===== src/rtl/fp32_to_fp16_pipe.sv =====
// fp32_to_fp16_pipe: two-stage binary32 -> binary16 narrowing converter,
// round-to-nearest-even, valid/ready on both sides, per-result and sticky flags.
// Flag vectors are {invalid, overflow, underflow, inexact}.
module fp32_to_fp16_pipe #(
  parameter int unsigned FTZ = 0
) (
  input  logic        clk,
  input  logic        rst,
  input  logic        in_valid,
  output logic        in_ready,
  input  logic [31:0] in_fp32,
  output logic        out_valid,
  input  logic        out_ready,
  output logic [15:0] out_fp16,
  output logic [3:0]  out_flags,
  input  logic        flags_clr,
  output logic [3:0]  sticky_flags
);

  // PASS: result fully formed in stage 1 (NaN, inf, zero, overflow, flushed)
  // NORM: normal fp16 result needing rounding
  // SUB:  subnormal fp16 result needing rounding
  typedef enum logic [1:0] {
    CLS_PASS = 2'd0,
    CLS_NORM = 2'd1,
    CLS_SUB  = 2'd2
  } cls_t;

  logic        en;
  logic [7:0]  e;
  logic [22:0] f;
  logic [7:0]  sub_shift;
  logic [35:0] shifted;

  cls_t        c_cls;
  logic [4:0]  c_exp;
  logic [10:0] c_mant;
  logic        c_g;
  logic        c_st;
  logic [3:0]  c_fl;

  logic        s1_valid;
  logic        s1_sign;
  cls_t        s1_cls;
  logic [4:0]  s1_exp;
  logic [10:0] s1_mant;
  logic        s1_g;
  logic        s1_st;
  logic [3:0]  s1_fl;

  logic        round_up;
  logic [11:0] sum;
  logic [15:0] r_res;
  logic [3:0]  r_fl;

  assign en       = !out_valid || out_ready;
  assign in_ready = en;

  assign e = in_fp32[30:23];
  assign f = in_fp32[22:0];

  // Subnormal path: the total right shift of {1,f} is 126-e (>= 14 here).
  // The fixed 14 bits are absorbed by indexing, so only 112-e (0..11) is a
  // real shifter; the 12 zero pad bits catch what falls off for sticky.
  assign sub_shift = 8'd112 - e;
  assign shifted   = {1'b1, f, 12'b0} >> sub_shift[3:0];

  // Stage 1 classification and candidate fields
  always_comb begin
    c_cls  = CLS_PASS;
    c_exp  = '0;
    c_mant = '0;
    c_g    = 1'b0;
    c_st   = 1'b0;
    c_fl   = '0;
    if (e == 8'hFF) begin
      c_exp = 5'h1F;
      if (f != '0) begin
        c_mant  = {2'b01, f[21:13]};
        c_fl[3] = ~f[22];
      end
    end else if (e == 8'h00) begin
      if (f != '0) c_fl = 4'b0011;
    end else if (e >= 8'd143) begin
      c_exp = 5'h1F;
      c_fl  = 4'b0101;
    end else if (e >= 8'd113) begin
      c_cls  = CLS_NORM;
      // e-112 for e in 113..142 equals e[4:0]+16 mod 32, i.e. flip bit 4
      c_exp  = {~e[4], e[3:0]};
      c_mant = {1'b1, f[22:13]};
      c_g    = f[12];
      c_st   = |f[11:0];
    end else if (FTZ != 0) begin
      c_fl = 4'b0011;
    end else begin
      c_cls = CLS_SUB;
      if (sub_shift >= 8'd12) begin
        c_st = 1'b1;
      end else begin
        c_mant = {1'b0, shifted[35:26]};
        c_g    = shifted[25];
        c_st   = |shifted[24:0];
      end
    end
  end

  // Stage 1 register
  always_ff @(posedge clk or posedge rst) begin
    if (rst) begin
      s1_valid <= 1'b0;
      s1_sign  <= 1'b0;
      s1_cls   <= CLS_PASS;
      s1_exp   <= '0;
      s1_mant  <= '0;
      s1_g     <= 1'b0;
      s1_st    <= 1'b0;
      s1_fl    <= '0;
    end else if (en) begin
      s1_valid <= in_valid;
      if (in_valid) begin
        s1_sign <= in_fp32[31];
        s1_cls  <= c_cls;
        s1_exp  <= c_exp;
        s1_mant <= c_mant;
        s1_g    <= c_g;
        s1_st   <= c_st;
        s1_fl   <= c_fl;
      end
    end
  end

  // Stage 2 rounding and packing
  always_comb begin
    round_up = s1_g && (s1_st || s1_mant[0]);
    sum      = {1'b0, s1_mant} + {11'b0, round_up};
    r_res    = {s1_sign, s1_exp, s1_mant[9:0]};
    r_fl     = s1_fl;
    case (s1_cls)
      CLS_NORM: begin
        // carry out of the hidden bit bumps the exponent; 30 -> 31 lands on inf
        r_res = {s1_sign, s1_exp + {4'b0, sum[11]}, sum[9:0]};
        r_fl  = {1'b0, (s1_exp == 5'd30) && sum[11], 1'b0, s1_g || s1_st};
      end
      CLS_SUB: begin
        // a carry into bit 10 naturally encodes the smallest normal
        r_res = {s1_sign, 4'b0, sum[10:0]};
        r_fl  = {2'b00, s1_g || s1_st, s1_g || s1_st};
      end
      default: ;
    endcase
  end

  // Stage 2 / output register
  always_ff @(posedge clk or posedge rst) begin
    if (rst) begin
      out_valid <= 1'b0;
      out_fp16  <= '0;
      out_flags <= '0;
    end else if (en) begin
      out_valid <= s1_valid;
      if (s1_valid) begin
        out_fp16  <= r_res;
        out_flags <= r_fl;
      end
    end
  end

  // Sticky status: a clear coinciding with a handshake keeps the new flags
  always_ff @(posedge clk or posedge rst) begin
    if (rst) begin
      sticky_flags <= '0;
    end else begin
      sticky_flags <= (flags_clr ? 4'b0 : sticky_flags) |
                      ((out_valid && out_ready) ? out_flags : 4'b0);
    end
  end

endmodule

===== config.mk =====
export PLATFORM = sky130hd
export DESIGN_NAME = fp32_to_fp16_pipe
export DESIGN_NICKNAME = d
export VERILOG_FILES = /design/src/rtl/fp32_to_fp16_pipe.sv
export SDC_FILE = /design/constraint.sdc
export NUM_CORES = 1
export LEC_CHECK = 0
export BUFFER_PORTS_ARGS = -buffer_cell sky130_fd_sc_hd__buf_2
export CORE_MARGIN = 2
export CORE_UTILIZATION = 50
export CTS_CLUSTER_DIAMETER = 200
export DETAILED_ROUTE_END_ITERATION = 16
export PLACE_DENSITY_LB_ADDON = 0.15
export SETUP_SLACK_MARGIN = 0.15
export SYNTH_ARGS = -nofsm -noshare
export SYNTH_HDL_FRONTEND = slang
export SYNTH_SLANG_ARGS = --single-unit

===== constraint.sdc =====
create_clock -name clk -period 2.2 [get_ports clk]
set_clock_uncertainty 0.15 [all_clocks]
set_input_delay 0.33 -clock clk [delete_from_list [all_inputs] [get_ports clk]]
set_output_delay 0.33 -clock clk [all_outputs]
set_load 0.005 [all_outputs]

==> results of run 1 <==
[critical path, cell delays in order]
cell and delay, ns:
buf_8 0.08, inv_6 0.04, ha_4 0.31, buf_6 0.13, buf_6 0.09, mux4_2 0.50, nor2_1 0.10, nor2_1 0.05
a211o_1 0.24, a311oi_2 0.25, a31oi_1 0.12
[metrics by stage]
| stage | setup slack [ns] | hold WS, ns | total power [mW] | utilization |
|---|---|---|---|---|
| floorplan | -0.168 | 0.276 | 1.80 | - |
| finish | -0.0239 | 0.112 | 2.85 | 0.689 |
| CTS | -0.0669 | 0.111 | 2.80 | 0.660 |
| global route | -0.0654 | 0.107 | 3.06 | 0.689 |
| global placement | -0.376 | 0.251 | 2.21 | 0.631 |
| detailed placement | -0.445 | 0.255 | 2.25 | 0.631 |
[sequential cells by signal (all words and copies together) (netlist names), 2 cells and up]
| name | flops |
|---|---|
| out_flags | 4 |
| out_fp16 | 16 |
| s1_cls | 2 |
| s1_exp | 5 |
| s1_fl | 4 |
| s1_mant | 10 |
| sticky_flags | 4 |
[power breakdown]
group / leakage (nW) / switching (mW) / internal [mW]
Combinational: 1.50 / 0.569 / 0.551
Clock: 0.0482 / 0.276 / 0.254
Sequential: 0.650 / 0.119 / 1.09
[cells in the final DEF (no fill, tap or decap), types with 4 or more instances in the layout]
| cell | synthesis | layout |
|---|---|---|
| nor3_1 | 11 | 10 |
| nor2_1 | 21 | 20 |
| o21a_1 | 4 | 4 |
| mux2_2 | 6 | 6 |
| buf_2 | 11 | 60 |
| nor4_1 | 7 | 7 |
| xor2_1 | 5 | 5 |
| nand3_1 | 20 | 18 |
| ha_1 | 11 | 5 |
| nand4_1 | 4 | 4 |
| mux4_2 | 2 | 4 |
| inv_1 | 17 | 13 |
| a31oi_1 | 5 | 5 |
| mux2i_1 | 10 | 9 |
| nor2b_1 | 9 | 9 |
| nand2b_1 | 4 | 4 |
| a21oi_1 | 17 | 16 |
| o21ai_0 | 50 | 39 |
| xnor2_1 | 6 | 5 |
| a22o_1 | 4 | 4 |
| nor4b_1 | 6 | 5 |
| ha_4 | 0 | 5 |
| o21ai_1 | 5 | 16 |
| dfrtp_1 | 50 | 50 |
| buf_6 | 1 | 7 |
| a22oi_1 | 8 | 6 |
| buf_4 | 0 | 66 |
| nand2_1 | 55 | 53 |
| clkbuf_8 | 0 | 6 |
[what timing repair did]
action | CTS | global route
setup buffers | 6 | 4
pin swaps | 11 | 22
hold buffers | 1 | 0
resized for setup | 22 | 39
endpoints found under the setup margin | 11 | 24
gates cloned | 0 | 0
endpoints found under the hold margin | 24 | 0
[cell families (layout without fill, tap and decap cells)]
kind of cell    count (synthesis)  in the layout
compound gates                127            127
xor+xnor                       12             12
fa+ha+maj                      11             11
buf+inv                        43            162
flops                          50             50
mux                            22             22
simple gates                  160            160
[worst min-delay path by stage]
stage / from / to
final: flags_clr / sticky_flags[3]
after global routing: in_fp32[31] / s1_sign
after CTS: in_fp32[31] / s1_sign
after detailed placement: rst / out_fp16[7]
after global placement: rst / out_fp16[7]
after floorplan: flags_clr / sticky_flags[2]
[routing by layer]
layer  routed length, um  GRT usage
met5                   0          0
met4                 269     0.0923
met3                 379     0.0194
met2                4950      0.437
met1                4200      0.313
[layout make-up]
class,instances,area share
well taps,99,0.0250
multi-input cells,332,0.499
inverters,17,0.0154
flip-flops and latches,50,0.253
repair buffers,137,0.189
clock inverters,1,0.00101
clock buffers,7,0.0175
==> impl_metrics.toml, run 1 <==
[logic_synthesis]
ys_ff_latch = 50
synthAdderAreaFrac = 0.0377
synth_top_family_by_area = "simple AND/OR/NAND/NOR gates"
netlist_area_um2 = 3650
yosysMostFrequentCell = "nand2_1"
synth_cell_types = 68
synth-xor-area-share = 0.0308
synth-simple-area-share = 0.229
ys.flop_type = "dfrtp_1"
synth_edf_count = 0
syn_nets = 473
synthTopCellsByArea = "dfrtp_1 (34%), o21ai_0 (6.8%), nand2_1 (5.6%)"
netlist_top_cells_count = "nand2_1 (55), dfrtp_1 (50), o21ai_0 (50)"
netlist.area_leader.share = 0.342
synth.avg_cell_area_um2 = 8.60
synth_top_area_cell = "dfrtp_1"
synth_compound_area_frac = 0.223
ys.warnings.count = 0
async_flop_share = 1.00
syn_inst = 425
synth-seq-area-share = 0.342
synthMuxAreaShare = 0.0870

[timing]
max_slew_margin = 0.641
tightest_slew_ns = 0.538
worst_slack_ns = -0.0239
rsz0062_at_grt = "true"
hold_violations = 0
max_freq_mhz = 450
drv_slew = 0
setup_viol = 1
min_period_ns = 2.22
fin_crit_sh = 1.01
setup_tns_ns = -0.0239

[detailed_routing]
wirelength_um = 9800
route.detailed.drc = 0
drtAntennaViolNets = 0
first_iter_violations = 214
firstDrtPassIters = 5
vias = 3663
viasPerCell = 5.70
wl_per_cell_um = 15.2

[clock_tree]
clkTransAtPathRegs_ns = 0.09
numCtsBuffers = 5
ctsLongestPathBuffers = 2
htree_levels = 2
cts_tree = "yes"
clockRootBuffer = "clkbuf_8"
cts.sinks = 50
insertion_delay_ns = 0.29

[layout]
fillers = 625
fin_cells = 643
multi_input_area_um2 = 2470
drive_above_1_share = 0.360
postLayoutCellArea_um2 = 4950
seqCellArea_um2 = 1250
antenna_cells = 0
nets = 591
area_growth_pct = 35.3

[worst_setup_path]
r2r_slack_ns = 0.05
rr_endpoint = "out_fp16[12]"
critPathMaxFanout = 6
crit_path_end = "s1_st"
r2r_start = "s1_mant[5]"
critical_path_class = "primary input to flop"
crit_path_end_kind = "flop"
r2r_cells = 10
cp.arrival_ns = 2.24
crit_start = "in_fp32[24]"
critical_path_required_ns = 2.22
setup.worst_path.start_class = "primary input"

[hold_path]
hold_depth = 2
hp-class = "primary input to flop"

[grt]
grt_overflow_total = 0
grt_pass1_vias = 3438
grt_pass1_wl_um = 15700
grt_antenna_before_repair = 0
grt_start_max_net_pins = 38
grtUsageTotal = 0.247

[flow_run]
max_cap_viol_count = 0

[run_status]
failed_checks = "setup timing"
status = "finished, violations left"

[floorplan]
die_area_um2 = 8010
fp.dieW_um = 89.5
die-height_um = 89.5
ioPinCount = 63
design.core.area_um2 = 7180
num_rows = 31
start_util = 0.509

[placement]
port_buffers = 62
gp_congestion = 0.892
placed_cells = 624
dp_hpwl_um = 7490
placed_cell_area_um2 = 4530

[pwr]
p_leak_nw = 2.20
power_density_nw_per_um2 = 577
ir_drop_mv = 0.225
No activity file was read; power rests on OpenSTA's default activity.
==> inputs of run 2 (changes only) <==
BUFFER_PORTS_ARGS = default   (was -buffer_cell sky130_fd_sc_hd__buf_2)
DONT_BUFFER_PORTS = 1   (was default)
==> run 2 against run 1 <==
- the run still ends with setup timing left
- combinational power down 25%
- die area did not move
- wire length is 7.1% lower
- count of clock-buffer cells in the layout did not move
- sequential share of layout area grew 3.3 points
- global-route usage fell by 1.6 points
- non-clock buffer count fell by 84
- clock power shrank 8.1%
- critical path depth stayed put
- register-to-register slack better by 0.06 ns
- via count is 9.4% lower
- critical endpoint unchanged
- largest cell class unchanged
- largest power group unchanged
- highest routed layer unchanged
==> impl_metrics.toml, run 2 (same netlist as run 1, synthesis figures left out) <==
[layout]
nets = 507
fillers = 648
top_register = "out_fp16"
drive_above_1_share = 0.227
postLayoutCellArea_um2 = 4380
most-common-layout-cells = "nand2_1 (53), dfrtp_1 (50), buf_4 (49)"
reg_top3 = "out_fp16: 16 flops, s1_mant: 10 flops, s1_exp: 5 flops"
largest_reg_flops = 16
area_growth_pct = 19.7
mostFrequentLayoutCell = "nand2_1"
antenna_cells = 0

[detailed_routing]
first_iter_violations = 127
firstDrtPassIters = 4
vias = 3318
drtAntennaViolNets = 0
wirelength_um = 9110
viasPerCell = 5.95
wl_per_cell_um = 16.3
route.detailed.drc = 0

[timing]
hold_violations = 0
rsz0062_at_grt = "true"
max_slew_margin = 0.544
fin_crit_sh = 1.00
max_freq_mhz = 454
setup_tns_ns = -0.00507
worst_slack_ns = -0.00507
min_period_ns = 2.21
drv_slew = 0
tightest_slew_ns = 0.678
setup_viol = 1

[clock_tree]
cts.sinks = 50
clockRootBuffer = "clkbuf_8"
insertion_delay_ns = 0.29
ctsLongestPathBuffers = 2
numCtsBuffers = 5
htree_levels = 2
cts_tree = "yes"
clkTransAtPathRegs_ns = 0.08

[grt]
grt_antenna_before_repair = 0
grt_pass1_vias = 3158
grtUsageTotal = 0.230
grt_overflow_total = 0
grt_start_max_net_pins = 51
grt_pass1_wl_um = 14600

[worst_setup_path]
setup.worst_path.start_class = "primary input"
cp.arrival_ns = 2.23
critical_path_class = "primary input to flop"
critPathMaxFanout = 6
critical_path_required_ns = 2.23
crit_path_end_kind = "flop"
r2r_cells = 10

[run_status]
failed_checks = "setup timing"
status = "finished, violations left"

[floorplan]
die-height_um = 89.5
start_util = 0.509
design.core.area_um2 = 7180
ioPinCount = 63
die_area_um2 = 8010
fp.dieW_um = 89.5
num_rows = 31

[placement]
placed_cell_area_um2 = 4060
port_buffers = 0
gp_congestion = 0.878
dp_hpwl_um = 6870

[pwr]
p_leak_nw = 1.77
totalPowerFinal_mw = 2.56
ir_drop_mv = 0.226
power_density_nw_per_um2 = 586

[hold_path]
hold_depth = 1
hp-class = "primary input to flop"

[flow_run]
max_cap_viol_count = 0
run 2: layer usage:
layer  global-route usage  share of wire
met1                0.293           0.45
met4               0.0678          0.025
met2                0.404           0.49
met3               0.0342          0.042
met5                    0              0
run 2: timing repair:
item                                    4_1_cts  5_1_grt
setup buffers                                 3        4
hold buffers                                  3        0
gates resized for setup                       6       33
pin swaps                                     5        9
endpoints found under the setup margin        7       19
endpoints found under the hold margin        54        0
run 2: power by group:
part	switching [mW]	total [mW]	internal, mW
Sequential	0.148	1.23	1.09
Clock	0.268	0.487	0.219
Combinational	0.431	0.843	0.412
run 2: final timing paths:
| kind | startpoint | endpoint | slack [ns] |
|---|---|---|---|
| min in group asynchronous | rst | out_fp16[3] | 0.50 |
| setup / recovery | in_fp32[24] | s1_st | -0.005 |
| setup reg to reg | s1_mant[5] | out_fp16[12] | 0.11 |
| hold reg to reg | s1_fl[2] | s1_fl[2] | 0.34 |
| max in group asynchronous | rst | out_fp16[4] | 0.98 |
| hold / removal | flags_clr | sticky_flags[0] | 0.02 |
run 2: cell type report:
class	count	area, um^2	area share
inverter	17	75.1	0.0172
sequential	50	1250	0.286
clock buffer	7	76.3	0.0174
timing repair buffer	53	409	0.0935
tap	99	124	0.0283
multi-input combinational	332	2440	0.558
run 2: worst max-delay path, cell delays in order:
cell	delay [ns]
clkinvlp_4	0.11
ha_4	0.27
buf_4	0.16
buf_4	0.15
nor4b_1	0.30
a211oi_1	0.10
buf_4	0.15
a211oi_2	0.23
a31oi_1	0.12
a311oi_1	0.21
a31oi_1	0.11
run 2: through the flow:
| step | setup slack, ns | std cells | hold slack [ns] | util |
|---|---|---|---|---|
| floorplan | -0.168 | 425 | 0.276 | - |
| global placement | -0.255 | 541 | 0.259 | 0.566 |
| detailed placement | -0.316 | 541 | 0.266 | 0.566 |
| CTS | 0.00619 | 554 | 0.0196 | 0.587 |
| global route | -0.136 | 558 | 0.0103 | 0.610 |
| finish | -0.00507 | 558 | 0.0219 | 0.610 |
==> inputs of run 3 (changes only) <==
ABC_AREA = 1   (was default)
TNS_END_PERCENT = 10   (was default)
==> run 3 against run 2 <==
- wire length grew 6.8%
- the flow now finishes without violations
- final cell count grew 20%
- critical endpoint is now out_fp16[3]
- core utilization shrank 3.5 points
==> impl_metrics.toml, run 3 <==
[timing]
max_freq_mhz = 470
rsz0062_at_grt = "true"
setup_tns_ns = 0
setup_viol = 0
min_period_ns = 2.13
max_slew_margin = 0.746
worst_slack_ns = 0.0706
tightest_slew_ns = 0.381
hold-worst-slack_ns = 0.0285
drv_slew = 0
hold_violations = 0
fin_crit_sh = 0.968

[worst_setup_path]
critPathMaxFanout = 3
r2r_slack_ns = 0.07
critical_path_class = "flop to flop"
cp_slowest_cell = "dfrtp_1"
setup.worst_path.start_class = "flop"
r2r_start = "s1_st"
crit_start = "s1_st"
crit_chain = "nor2_1, nor2_1, ha_2, nand2_2, buf_4, buf_4, buf_4, buf_4, buf_4, buf_4, o31ai_2, a32o_1"
cpMostUsedCell = "buf_4"
cp_slowest_stage_delay_ns = 0.39
cp.arrival_ns = 2.22
rr_endpoint = "out_fp16[3]"
critical_path_required_ns = 2.29
crit_path_end_kind = "flop"
r2r_cells = 12

[grt]
grt_start_max_net_pins = 35
grt_antenna_before_repair = 0
grt_pass1_vias = 3470
grt_overflow_total = 0
grtUsageTotal = 0.242
grt_pass1_wl_um = 16500

[layout]
top_register = "out_fp16"
most-common-layout-cells = "nand2_1 (168), nand3_1 (62), inv_1 (61)"
fin_util = 0.575
area_growth_pct = 11.5
largest_reg_flops = 16
nets = 616
antenna_cells = 0
mostFrequentLayoutCell = "nand2_1"
reg_top3 = "out_fp16: 16 flops, s1_mant: 10 flops, s1_exp: 5 flops"
drive_above_1_share = 0.128

[logic_synthesis]
synth_top_area_cell = "dfrtp_1"
async_flop_share = 1.00
netlist_area_um2 = 3740
yosysMostFrequentCell = "nand2_1"
ys.warnings.count = 0
synth-seq-area-share = 0.335
synthTopCellsByArea = "dfrtp_1 (33%), nand2_1 (17%), nand3_1 (8.3%)"
syn_nets = 599
netlist_top_cells_count = "nand2_1 (171), inv_1 (64), nand3_1 (62)"
synth_cell_types = 42
synth.avg_cell_area_um2 = 6.79
synth_edf_count = 0
syn_inst = 551
netlist.area_leader.share = 0.335
ys_ff_latch = 50
ys.flop_type = "dfrtp_1"

[pwr]
p_leak_nw = 2.13
power_density_nw_per_um2 = 666
totalPowerFinal_mw = 2.78
ir_drop_mv = 0.264

[clock_tree]
cts_tree = "yes"
ctsLongestPathBuffers = 2
cts.sinks = 50
clockRootBuffer = "clkbuf_8"
numCtsBuffers = 5
insertion_delay_ns = 0.30
clkTransAtPathRegs_ns = 0.09
htree_levels = 2

[hold_path]
hold_depth = 2
hp-start = "in_fp32[14]"
hp-class = "primary input to flop"
whs_endpoint = "s1_mant[1]"

[floorplan]
num_rows = 31
design.core.area_um2 = 7250
ioPinCount = 63
die-height_um = 90.5
fp.dieW_um = 90.5
die_area_um2 = 8180
start_util = 0.515

[detailed_routing]
wirelength_um = 9730
firstDrtPassIters = 4
vias = 3650
viasPerCell = 5.46
first_iter_violations = 196
drtAntennaViolNets = 0
wl_per_cell_um = 14.6
route.detailed.drc = 0

[placement]
dp_hpwl_um = 7640
port_buffers = 0
place_ws_ns = 0.0195
gp_congestion = 0.921

[flow_run]
max_cap_viol_count = 0

[run_status]
status = "finished clean"
run 3: repair_timing:
action | 4_1_cts | 5_1_grt
gates resized for setup | 4 | 12
endpoints found under the hold margin | 22 | 0
setup endpoints to repair | 4 | 11
setup buffers | 8 | 3
hold buffers | 3 | 0
pin swaps | 2 | 9
run 3: layout make-up:
| cell class | instances | area [um^2] |
|---|---|---|
| sequential | 50 | 1250 |
| clock buffer | 7 | 96.3 |
| clock inverter | 1 | 8.76 |
| fill | 739 | 3080 |
| multi-input combinational | 415 | 2210 |
| inverter | 67 | 256 |
| tap | 99 | 124 |
| timing repair buffer | 29 | 225 |
run 3: cells by family after synthesis:
logic type,share of synthesized area
buffers and inverters,0.0967
xor gates and xnor gates,0.00904
adders and majority gates,0.0368
and+or+nand+nor,0.371
DFF,0.335
AOI/OAI and AO/OA,0.151
run 3: worst max-delay path, delay by kind of cell (launching register included):
family / cells / cell delay (ns)
fa+ha+maj: 1 / 0.20
buf+inv: 6 / 0.72
simple gates: 3 / 0.23
flops: 1 / 0.39
compound gates: 2 / 0.39
run 3: stage by stage:
step | std cells | instance area, um^2
final | 668 | 4170
after global routing | 668 | 4170
after CTS | 665 | 4100
after detailed placement | 646 | 3890
after global placement | 646 | 3890
after floorplan | 551 | 3790
run 3: power breakdown:
group | internal (mW) | switching, mW | total, mW
sequential | 1.13 | 0.182 | 1.31
combinational | 0.340 | 0.546 | 0.887
clock | 0.288 | 0.295 | 0.583
total | 1.76 | 1.02 | 2.78
run 3: worst max-delay path by stage:
stage / endpoint
2_1_floorplan: s1_st
6_report: out_fp16[3]
3_3_place_gp: out_fp16[12]
5_1_grt: out_fp16[3]
4_1_cts: out_fp16[12]
3_5_place_dp: s1_st
run 3: per-layer routing:
metal	wire length [um]	GRT usage	share of wire	up-vias
met5	0	0	0	-
met3	498	0.0459	0.051	16
met2	4560	0.400	0.47	101
li1	-	-	-	1860
met4	201	0.0744	0.021	0
met1	4470	0.320	0.46	1673
